--- src/rtl/secuenciador_melodia_if.sv ---
// Key-bus interface between the melody sequencer and whatever drives it.
//   master : supplies the raw keys (teclas_in), play/stop requests and the
//            loop level; observes the key bus and the status outputs.
//   slave  : the sequencer itself; drives teclas_out, ocupado, fin, indice.
interface secuenciador_melodia_if;
  logic [6:0] teclas_in;
  logic       play;
  logic       stop;
  logic       loop;
  logic [6:0] teclas_out;
  logic       ocupado;
  logic       fin;
  logic [3:0] indice;

  modport master (
    output teclas_in, play, stop, loop,
    input  teclas_out, ocupado, fin, indice
  );

  modport slave (
    input  teclas_in, play, stop, loop,
    output teclas_out, ocupado, fin, indice
  );
endinterface

--- src/rtl/secuenciador_melodia.sv ---
// Melody sequencer / key arbiter in front of the tone generator.
// When idle it forwards the highest pressed manual key as one-hot; on a play
// request it steps through a 16-entry song ROM ({nota[2:0], dur[3:0]}),
// holding each note for dur*TICK_DIV cycles followed by GAP_TICKS*TICK_DIV
// silent cycles.
//   clk, reset      : system clock, synchronous active-high reset
//   sec.teclas_in   : raw manual keys (bit6 = do ... bit0 = si)
//   sec.play/stop   : start / abort requests, sampled every cycle
//   sec.loop        : level, restart the song after its end
//   sec.teclas_out  : registered one-hot (or zero) key bus
//   sec.ocupado     : high while loading/playing/gapping
//   sec.fin         : one-cycle pulse when a non-looping song completes
//   sec.indice      : current ROM step
module secuenciador_melodia #(
  parameter int unsigned TICK_DIV  = 2_500_000,
  parameter int unsigned GAP_TICKS = 1
) (
  input  logic                    clk,
  input  logic                    reset,
  secuenciador_melodia_if.slave   sec
);

  typedef enum logic [2:0] {
    IDLE,
    LOAD,
    PLAY,
    GAP,
    DONE
  } state_t;

  localparam int unsigned TW = (TICK_DIV > 1) ? $clog2(TICK_DIV) : 1;
  localparam int unsigned NW = (GAP_TICKS > 15) ? $clog2(GAP_TICKS + 1) : 4;
  localparam logic [TW-1:0] TICK_LAST = TW'(TICK_DIV - 1);
  localparam logic [NW-1:0] GAP_LAST  = NW'((GAP_TICKS > 0) ? GAP_TICKS - 1 : 0);

  // Song ROM: notes 1..7 for four ticks each, a two-tick rest, then end markers.
  function automatic logic [6:0] rom_entry(input logic [3:0] addr);
    logic [6:0] e;
    e = '0;
    if (addr <= 4'd6) begin
      e = {3'(addr) + 3'd1, 4'd4};
    end else if (addr == 4'd7) begin
      e = {3'd0, 4'd2};
    end
    return e;
  endfunction

  // Note n (1..7) drives bit 7-n; note 0 is a rest.
  function automatic logic [6:0] nota_onehot(input logic [2:0] n);
    logic [6:0] r;
    r = '0;
    if (n != 3'd0) begin
      r[3'd7 - n] = 1'b1;
    end
    return r;
  endfunction

  // Highest pressed key wins: ascending scan lets later (higher) bits override.
  function automatic logic [6:0] prio_onehot(input logic [6:0] k);
    logic [6:0] r;
    r = '0;
    for (int unsigned i = 0; i < 7; i++) begin
      if (k[i]) begin
        r    = '0;
        r[i] = 1'b1;
      end
    end
    return r;
  endfunction

  state_t          state_q, state_d;
  logic [3:0]      indice_q, indice_d;
  logic [TW-1:0]   tick_q, tick_d;
  logic [NW-1:0]   n_q, n_d;
  logic [2:0]      nota_q, nota_d;
  logic [3:0]      dur_q, dur_d;
  logic [6:0]      teclas_q, teclas_d;

  logic [6:0]      entry;
  logic            tick_end;
  logic            do_adv;
  logic            phase_end;

  always_ff @(posedge clk) begin
    if (reset) begin
      state_q  <= IDLE;
      indice_q <= '0;
      tick_q   <= '0;
      n_q      <= '0;
      nota_q   <= '0;
      dur_q    <= '0;
      teclas_q <= '0;
    end else begin
      state_q  <= state_d;
      indice_q <= indice_d;
      tick_q   <= tick_d;
      n_q      <= n_d;
      nota_q   <= nota_d;
      dur_q    <= dur_d;
      teclas_q <= teclas_d;
    end
  end

  always_comb begin
    state_d   = state_q;
    indice_d  = indice_q;
    tick_d    = tick_q;
    n_d       = n_q;
    nota_d    = nota_q;
    dur_d     = dur_q;
    teclas_d  = teclas_q;
    do_adv    = 1'b0;
    phase_end = 1'b0;
    entry     = rom_entry(indice_q);
    tick_end  = (tick_q == TICK_LAST);

    case (state_q)
      IDLE: begin
        teclas_d = prio_onehot(sec.teclas_in);
        tick_d   = '0;
        n_d      = '0;
        if (sec.play && !sec.stop) begin
          state_d  = LOAD;
          indice_d = '0;
          teclas_d = '0;
        end
      end

      LOAD: begin
        teclas_d = '0;
        tick_d   = '0;
        n_d      = '0;
        if (entry[3:0] != 4'd0) begin
          state_d  = PLAY;
          nota_d   = entry[6:4];
          dur_d    = entry[3:0];
          teclas_d = nota_onehot(entry[6:4]);
        end else if (sec.loop && (indice_q != 4'd0)) begin
          indice_d = '0;
        end else begin
          state_d = DONE;
        end
      end

      PLAY, GAP: begin
        // Both phases count whole ticks; only the tick limit differs.
        if (tick_end) begin
          tick_d = '0;
          if (state_q == PLAY) begin
            phase_end = (n_q == NW'(dur_q - 4'd1));
          end else begin
            phase_end = (n_q == GAP_LAST);
          end
          if (!phase_end) begin
            n_d = n_q + NW'(1);
          end
        end else begin
          tick_d = tick_q + TW'(1);
        end
        if (phase_end) begin
          n_d = '0;
          if ((state_q == PLAY) && (GAP_TICKS > 0)) begin
            state_d  = GAP;
            teclas_d = '0;
          end else begin
            do_adv = 1'b1;
          end
        end
      end

      DONE: begin
        teclas_d = '0;
        state_d  = IDLE;
      end

      default: begin
        state_d  = IDLE;
        teclas_d = '0;
      end
    endcase

    if (do_adv) begin
      teclas_d = '0;
      tick_d   = '0;
      n_d      = '0;
      if (indice_q < 4'd15) begin
        indice_d = indice_q + 4'd1;
        state_d  = LOAD;
      end else if (sec.loop) begin
        indice_d = '0;
        state_d  = LOAD;
      end else begin
        state_d = DONE;
      end
    end

    if (sec.stop && (state_q != IDLE)) begin
      state_d  = IDLE;
      teclas_d = '0;
      tick_d   = '0;
      n_d      = '0;
    end
  end

  assign sec.teclas_out = teclas_q;
  assign sec.indice     = indice_q;
  assign sec.ocupado    = (state_q == LOAD) || (state_q == PLAY) || (state_q == GAP);
  assign sec.fin        = (state_q == DONE);

endmodule

--- src/flat_wrapper.sv ---
// flat-port wrapper written by rule: the top's interface ports become plain ports
module secuenciador_melodia_flat 
#(
  parameter int unsigned TICK_DIV  = 2_500_000,
  parameter int unsigned GAP_TICKS = 1
)
  (clk, reset, sec_teclas_in, sec_play, sec_stop, sec_loop, sec_teclas_out, sec_ocupado, sec_fin, sec_indice);
  secuenciador_melodia_if sec_i ();
  input  logic clk;
  input  logic reset;
  input wire logic [$bits(sec_i.teclas_in)-1:0] sec_teclas_in;
  input wire logic [$bits(sec_i.play)-1:0] sec_play;
  input wire logic [$bits(sec_i.stop)-1:0] sec_stop;
  input wire logic [$bits(sec_i.loop)-1:0] sec_loop;
  output wire logic [$bits(sec_i.teclas_out)-1:0] sec_teclas_out;
  output wire logic [$bits(sec_i.ocupado)-1:0] sec_ocupado;
  output wire logic [$bits(sec_i.fin)-1:0] sec_fin;
  output wire logic [$bits(sec_i.indice)-1:0] sec_indice;
  assign sec_i.teclas_in = sec_teclas_in;
  assign sec_i.play = sec_play;
  assign sec_i.stop = sec_stop;
  assign sec_i.loop = sec_loop;
  assign sec_teclas_out = sec_i.teclas_out;
  assign sec_ocupado = sec_i.ocupado;
  assign sec_fin = sec_i.fin;
  assign sec_indice = sec_i.indice;
  secuenciador_melodia #(.TICK_DIV(TICK_DIV), .GAP_TICKS(GAP_TICKS)) u_core (.clk(clk), .reset(reset), .sec(sec_i));
endmodule
--- config.mk ---
export PLATFORM = sky130hd
export DESIGN_NAME = secuenciador_melodia_flat
export DESIGN_NICKNAME = d
export VERILOG_FILES = /design/src/rtl/secuenciador_melodia_if.sv /design/src/rtl/secuenciador_melodia.sv /design/src/flat_wrapper.sv
export SDC_FILE = /design/constraint.sdc
export NUM_CORES = 1
export LEC_CHECK = 0
export ABC_AREA = 1
export CAP_MARGIN = 40
export CORE_MARGIN = 4
export CORE_UTILIZATION = 58
export DETAILED_ROUTE_END_ITERATION = 8
export PLACE_DENSITY = 0.83
export SLEW_MARGIN = 30
export SYNTH_ARGS = -nofsm -noshare
export SYNTH_HDL_FRONTEND = slang
export SYNTH_SLANG_ARGS = --single-unit
export TNS_END_PERCENT = 5
--- constraint.sdc ---
create_clock -name clk -period 2.05 [get_ports clk]
set_clock_uncertainty 0.1 [all_clocks]
set_input_delay 0.205 -clock clk [delete_from_list [all_inputs] [get_ports clk]]
set_output_delay 0.205 -clock clk [all_outputs]
set_load 0.005 [all_outputs]
# After elaboration in Yosys (flattened, before gate mapping)
# Index checks and enable logic that the tools add are counted.
# word_totals
out_inout_bits	13
inputBits	12
regBits	44
# op_classes
add_sub_neg	6
reduce_logical	22
eq_ne	15
mux	47
n_lt_le_gt_ge	4
# op_table
cell	n
$mux W7	7
$pmux W22 S2	1
$mux W4	10
$mux W3	9
$add A22 B1 Y22 const B	1
$eq A22 B22 Y1 const B	1
$mux W22	1
$pmux W7 S3	1
$pmux W4 S2	2
$ne A3 B1 Y1 const B	4
$mux W1	10
$pmux W3 S3	1
$add A4 B1 Y4 const B	2
$reduce_bool A4 Y1	2
$eq A3 B2 Y1 const B	2
$mux W6	1
$reduce_bool A3 Y1	2
$reduce_or A2 Y1	3
$mux W5	1
$eq A4 B3 Y1 const B	1
$eq A4 B4 Y1	1
$le A4 B3 Y1 const B	1
$logic_and A1 B1 Y1	4
$logic_not A4 Y1	1
other kinds (21)	25

# Longest topological paths before layout
# depth
word_depth	11
depth_mapped	15

# Least setup slack after synthesis
# Ideal clock, no wire load.
# synth_path
path_type	register to register
startpoint	register u_core.dur_q[1]
endpoint	register u_core.tick_q[13]
arrival_time_ps	1593
stages_incl_launch_ff	16
setup_time_ps	119
path_slack_ps	238
n_path_buf	1
cell_sequence	dfxtp_1 -> inv_1 -> ha_1 -> inv_1 -> nand2_1 -> nand2_1 -> nand2_1 -> nor2_1 -> nor2_1 -> nor2_2 -> nand3_2 -> nand2_4 -> inv_4 -> nand2_4 -> buf_12 -> nor2_2
# synth_between
elab_chain_cells	10
# synth_lines
item	line	rtl
start, declared	secuenciador_melodia.sv:76	logic [3:0] dur_q, dur_d;
start signal, assigned	secuenciador_melodia.sv:99	dur_q <= dur_d;
$sub A4 B1 Y4	secuenciador_melodia.sv:150	phase_end = (n_q == NW'(dur_q - 4'd1));
$eq A4 B4 Y1	secuenciador_melodia.sv:150	
$mux W1	secuenciador_melodia.sv:149	if (state_q == PLAY) begin
$mux W1	secuenciador_melodia.sv:147	if (tick_end) begin
$mux W1	secuenciador_melodia.sv:117	case (state_q)
$mux W1	secuenciador_melodia.sv:147	
$mux W1	secuenciador_melodia.sv:117	
$mux W1	secuenciador_melodia.sv:160	if (phase_end) begin
$mux W1	secuenciador_melodia.sv:117	
$reduce_or A3 Y1 (no line)	-	
end signal, assigned	secuenciador_melodia.sv:96	tick_q <= tick_d;
end, declared	secuenciador_melodia.sv:73	logic [TW-1:0] tick_q, tick_d;
# Every way passes these cells. The select of a mux whose other input is x is not followed.
# A chain may end at the register's enable or synchronous reset.

# Worst setup path after layout
# layout_path
startpoint	register u_core.tick_q[0]
endpoint	register u_core.tick_q[21]
# layout_between
elab_chain_cells	6
word_cells_on_any_way	9
classes_between	add/sub (1); eq/ne (1); mux (6); reduce/logical (1)
# layout_lines
item
branches (longest 6 deep; another with $add A22 B1 Y22)
# Several ways; the timed one is not identified. The select of a mux whose other input is x is not followed.

==> results.md <==
* Post-Syn Area at 2770 um^2
* Vias in the first global route at 2,702
* Via density at 5.51
* Register bit count reported by yosys at 42
* Worst r2r src: u_core.tick_q[0]
* First-pass GRT wire length at 11.8 mm
* Fin worst setup slack at about 0.092 ns
* Ys async rst share at 0%
* Post-DP Area at 3100 um^2
* Syn_nets at 454
* Final design area excluding fillers at 3260 um^2
* Synth Flop Type: dfxtp_1
* CTS tree: built
* Power Dens Cells at ~730 nW/um^2
* Sw power at 860 uW
* Pleak at 1.28 nW
* Clk_lat worst skew at 0.30 ns
* Logic pwr share at 33.2%
* Share of post-route cells with drive strength above 1 at 12.6%
* Fmax at between 500 and 600 MHz
* WHS Path Cells at 2
* Worst stage delay on the critical path at 0.39 ns
* Nets at 489
* Critical Path, Cell by Cell: ha_1 > nand4_1 > nor2_2 > nand3_2 > nor2_2 > nand3_2 > nand2_4 > inv_4 > nand2_4 > nor2_1
* Area growth syn-to-layout at 17.6%
* Final hold vios at 0
* Relative slew slack at 76.6%
* Status: complete, no violations
* Worst setup EP type: register
* CP required at 2.14 ns
* Place WS at -0.00181 ns
* DRC at 0
* Routed Antenna Nets at 0
* Mean Syn Cell Area at around 6.4 um^2
* Internal power at approximately 1.5 mW
* Largest net degree at the start of global routing at 14
* Die Ht at 77.1 um
* Cells on worst reg2reg path at 10
* Antenna fix cells at 0
* Iter 0 DRT Violations at 176
* I/O Pins at 25
* Hold buffers post-CTS at 0
* RR Endpoint: u_core.tick_q[21]
* CP Data Arrival Time at 2.05 ns
* Setup Viol. Count Final at 0
* Slew Viols, Final at 0
* Clk root buf: clkbuf_8
* Worst hold path startpoint: u_core.dur_q[1]
* CP Buf/Inv Count at 1
* Final Wtd Congestion at roughly 0.95
* Vias at 2,878
* Yosys cell types at 38
* Pin slew with the least headroom to its limit at 0.348 ns
* Setup CP Type: reg -> reg
* Floorplan core area at 4500 um^2
* Starting Density at 61.6%
* WL per Instance at about 13 um
* CTS clk-pin slew, worst paths at 0.08 ns
* Clock tree sinks at 42
* Delay-heaviest family, CP: simple AND/OR/NAND/NOR gates
* Fin Hold WS at 0.371 ns
* WHS Endpoint: u_core.dur_q[1]
* First-pass detailed-route iteration total at 5
* Clock share of power at 28.9%
* CP startpoint kind: register
* Sequential share of the synthesized area at 30.3%
* TNS Setup at 0 ns
* VDD IR max at 0.000437 V
* Core Util, Final at 72.4%
* Layout filler cell count at 372
* Crit Path Max Fanout at 13
* RSZ-0062 raised after global routing: yes
* GRT Util Overall at between 20% and 30%
* Post-Synthesis Cells at 435
* Switching share of power at a little over a third
* Clock Path Buffers at 2
* Num CTS Buffers at 5
* Die area at 5950 um^2
* Placed insts at 514
* Max_cap viols at 0
* Post-synth EDFFs at 0
* H-tree depth at 2
* Flop2flop setup slack at a little over 0.09 ns
* Drt total wl at ~7 mm
* Final worst path period share at 95.5%
* Final cell count without fillers at around 520
* Port Buf Inserts at 24
* Critical-path cell with the highest stage delay: dfxtp_1
* Worst Hold Class: reg -> reg
* Overall Power at 2.38 mW
* Min cycle time layout at 1.96 ns
* Die Wd at about 77 um
* Sequential power share at 38.0%
* GR Overflow Total at 0
* Std-Cell Rows at 24
* Synth warn at 0
* Initial antenna violation count at 0
* Detail Placement HPWL at 5.43 mm
[cell usage in the layout (no fill, tap or decap), types with 3 or more instances in the layout]
cell type        count
inv_2                5
clkbuf_8             6
nor4_1               3
clkdlybuf4s50_1     24
nand2_2              4
nor2_1              55
dfxtp_1             40
nand3_2              3
ha_1                 7
nor3_1              11
nand4_1             15
nor2_2              14
o21ai_0              8
a21oi_1             23
nor2_4               4
a211oi_1             4
nand3_1             41
xor2_1              11
nand2_1             94
nand2_4              3
inv_1               65
buf_4               11
[sequential cells by signal, indices dropped and copies added, names as in the netlist]
name / cells
u_core.tick_q: 22
u_core.sec.teclas_out: 7
u_core.n_q: 4
u_core.sec.indice: 4
u_core.state_q: 3
u_core.dur_q: 2
[worst min-delay path: stages (launching register included)]
cell	delay, ns
dfxtp_2	0.33
nand2_1	0.06
a21oi_1	0.05
[metal layers]
layer	vias up	global-route usage, %	wire length [um]
met4	0	9.61	119
met5	-	0	0
li1	1462	-	-
met2	104	43.3	3530
met3	13	4.68	329
met1	1299	28.2	2980
[worst max path at each step]
stage	start	endpoint	slack (ns)	depth (start not counted)
after floorplan	u_core.dur_q[1]	u_core.tick_q[13]	0.24	15
final	u_core.tick_q[0]	u_core.tick_q[21]	0.09	10
after global routing	u_core.dur_q[1]	u_core.tick_q[17]	-0.07	14
after CTS	u_core.tick_q[0]	u_core.n_q[3]	0.01	10
after global placement	u_core.dur_q[1]	u_core.sec.teclas_out[1]	0.07	13
after detailed placement	u_core.dur_q[1]	u_core.sec.teclas_out[1]	-0.002	13
[kinds of logic (layout without fill, tap and decap cells)]
family | after synthesis | count (layout) | synth area share, %
xor+xnor | 11 | 11 | 3.47
flops | 42 | 42 | 30.3
simple gates | 252 | 252 | 42.0
fa+ha+maj | 7 | 7 | 3.16
buf+inv | 78 | 113 | 11.8
compound gates | 45 | 45 | 9.25
[cells in the mapped netlist, drive strengths merged (2+ instances only)]
cell type	n	area, um^2
a211oi	4	30.0
o22ai	2	12.5
nand4	15	93.8
xor2	11	96.3
buf	6	52.6
nor2	74	337
nand3	44	230
inv	71	269
a21oi	24	124
nor4	3	18.8
ha	7	87.6
nand2	101	397
dfxtp	42	841
nor3	13	75.1
o21ai	10	50.0
[power by group through the flow]
stage	logic (mW)	registers (mW)	clock network, mW
global route	0.882	0.911	0.720
floorplan	0.538	0.914	0
detailed placement	0.743	0.922	0
global placement	0.729	0.920	0
finish	0.790	0.904	0.687
CTS	0.762	0.903	0.683
[repair_timing]
item                                    in CTS  in global routing
buffers inserted                             1                  0
pin swaps                                    1                  1
gates resized for setup                      1                 15
endpoints found under the setup margin       8                 39
[layout make-up]
cell class | count | area (um^2) | share of cell area, %
Clock buffer | 6 | 82.6 | 2.53
Clock inverter | 1 | 30.0 | 0.921
Inverter | 71 | 269 | 8.25
Multi-Input combinational cell | 315 | 1650 | 50.5
Sequential cell | 42 | 843 | 25.9
Tap cell | 52 | 65.1 | 2.00
Timing Repair Buffer | 35 | 323 | 9.90
Power figures use the tool's default switching activity.
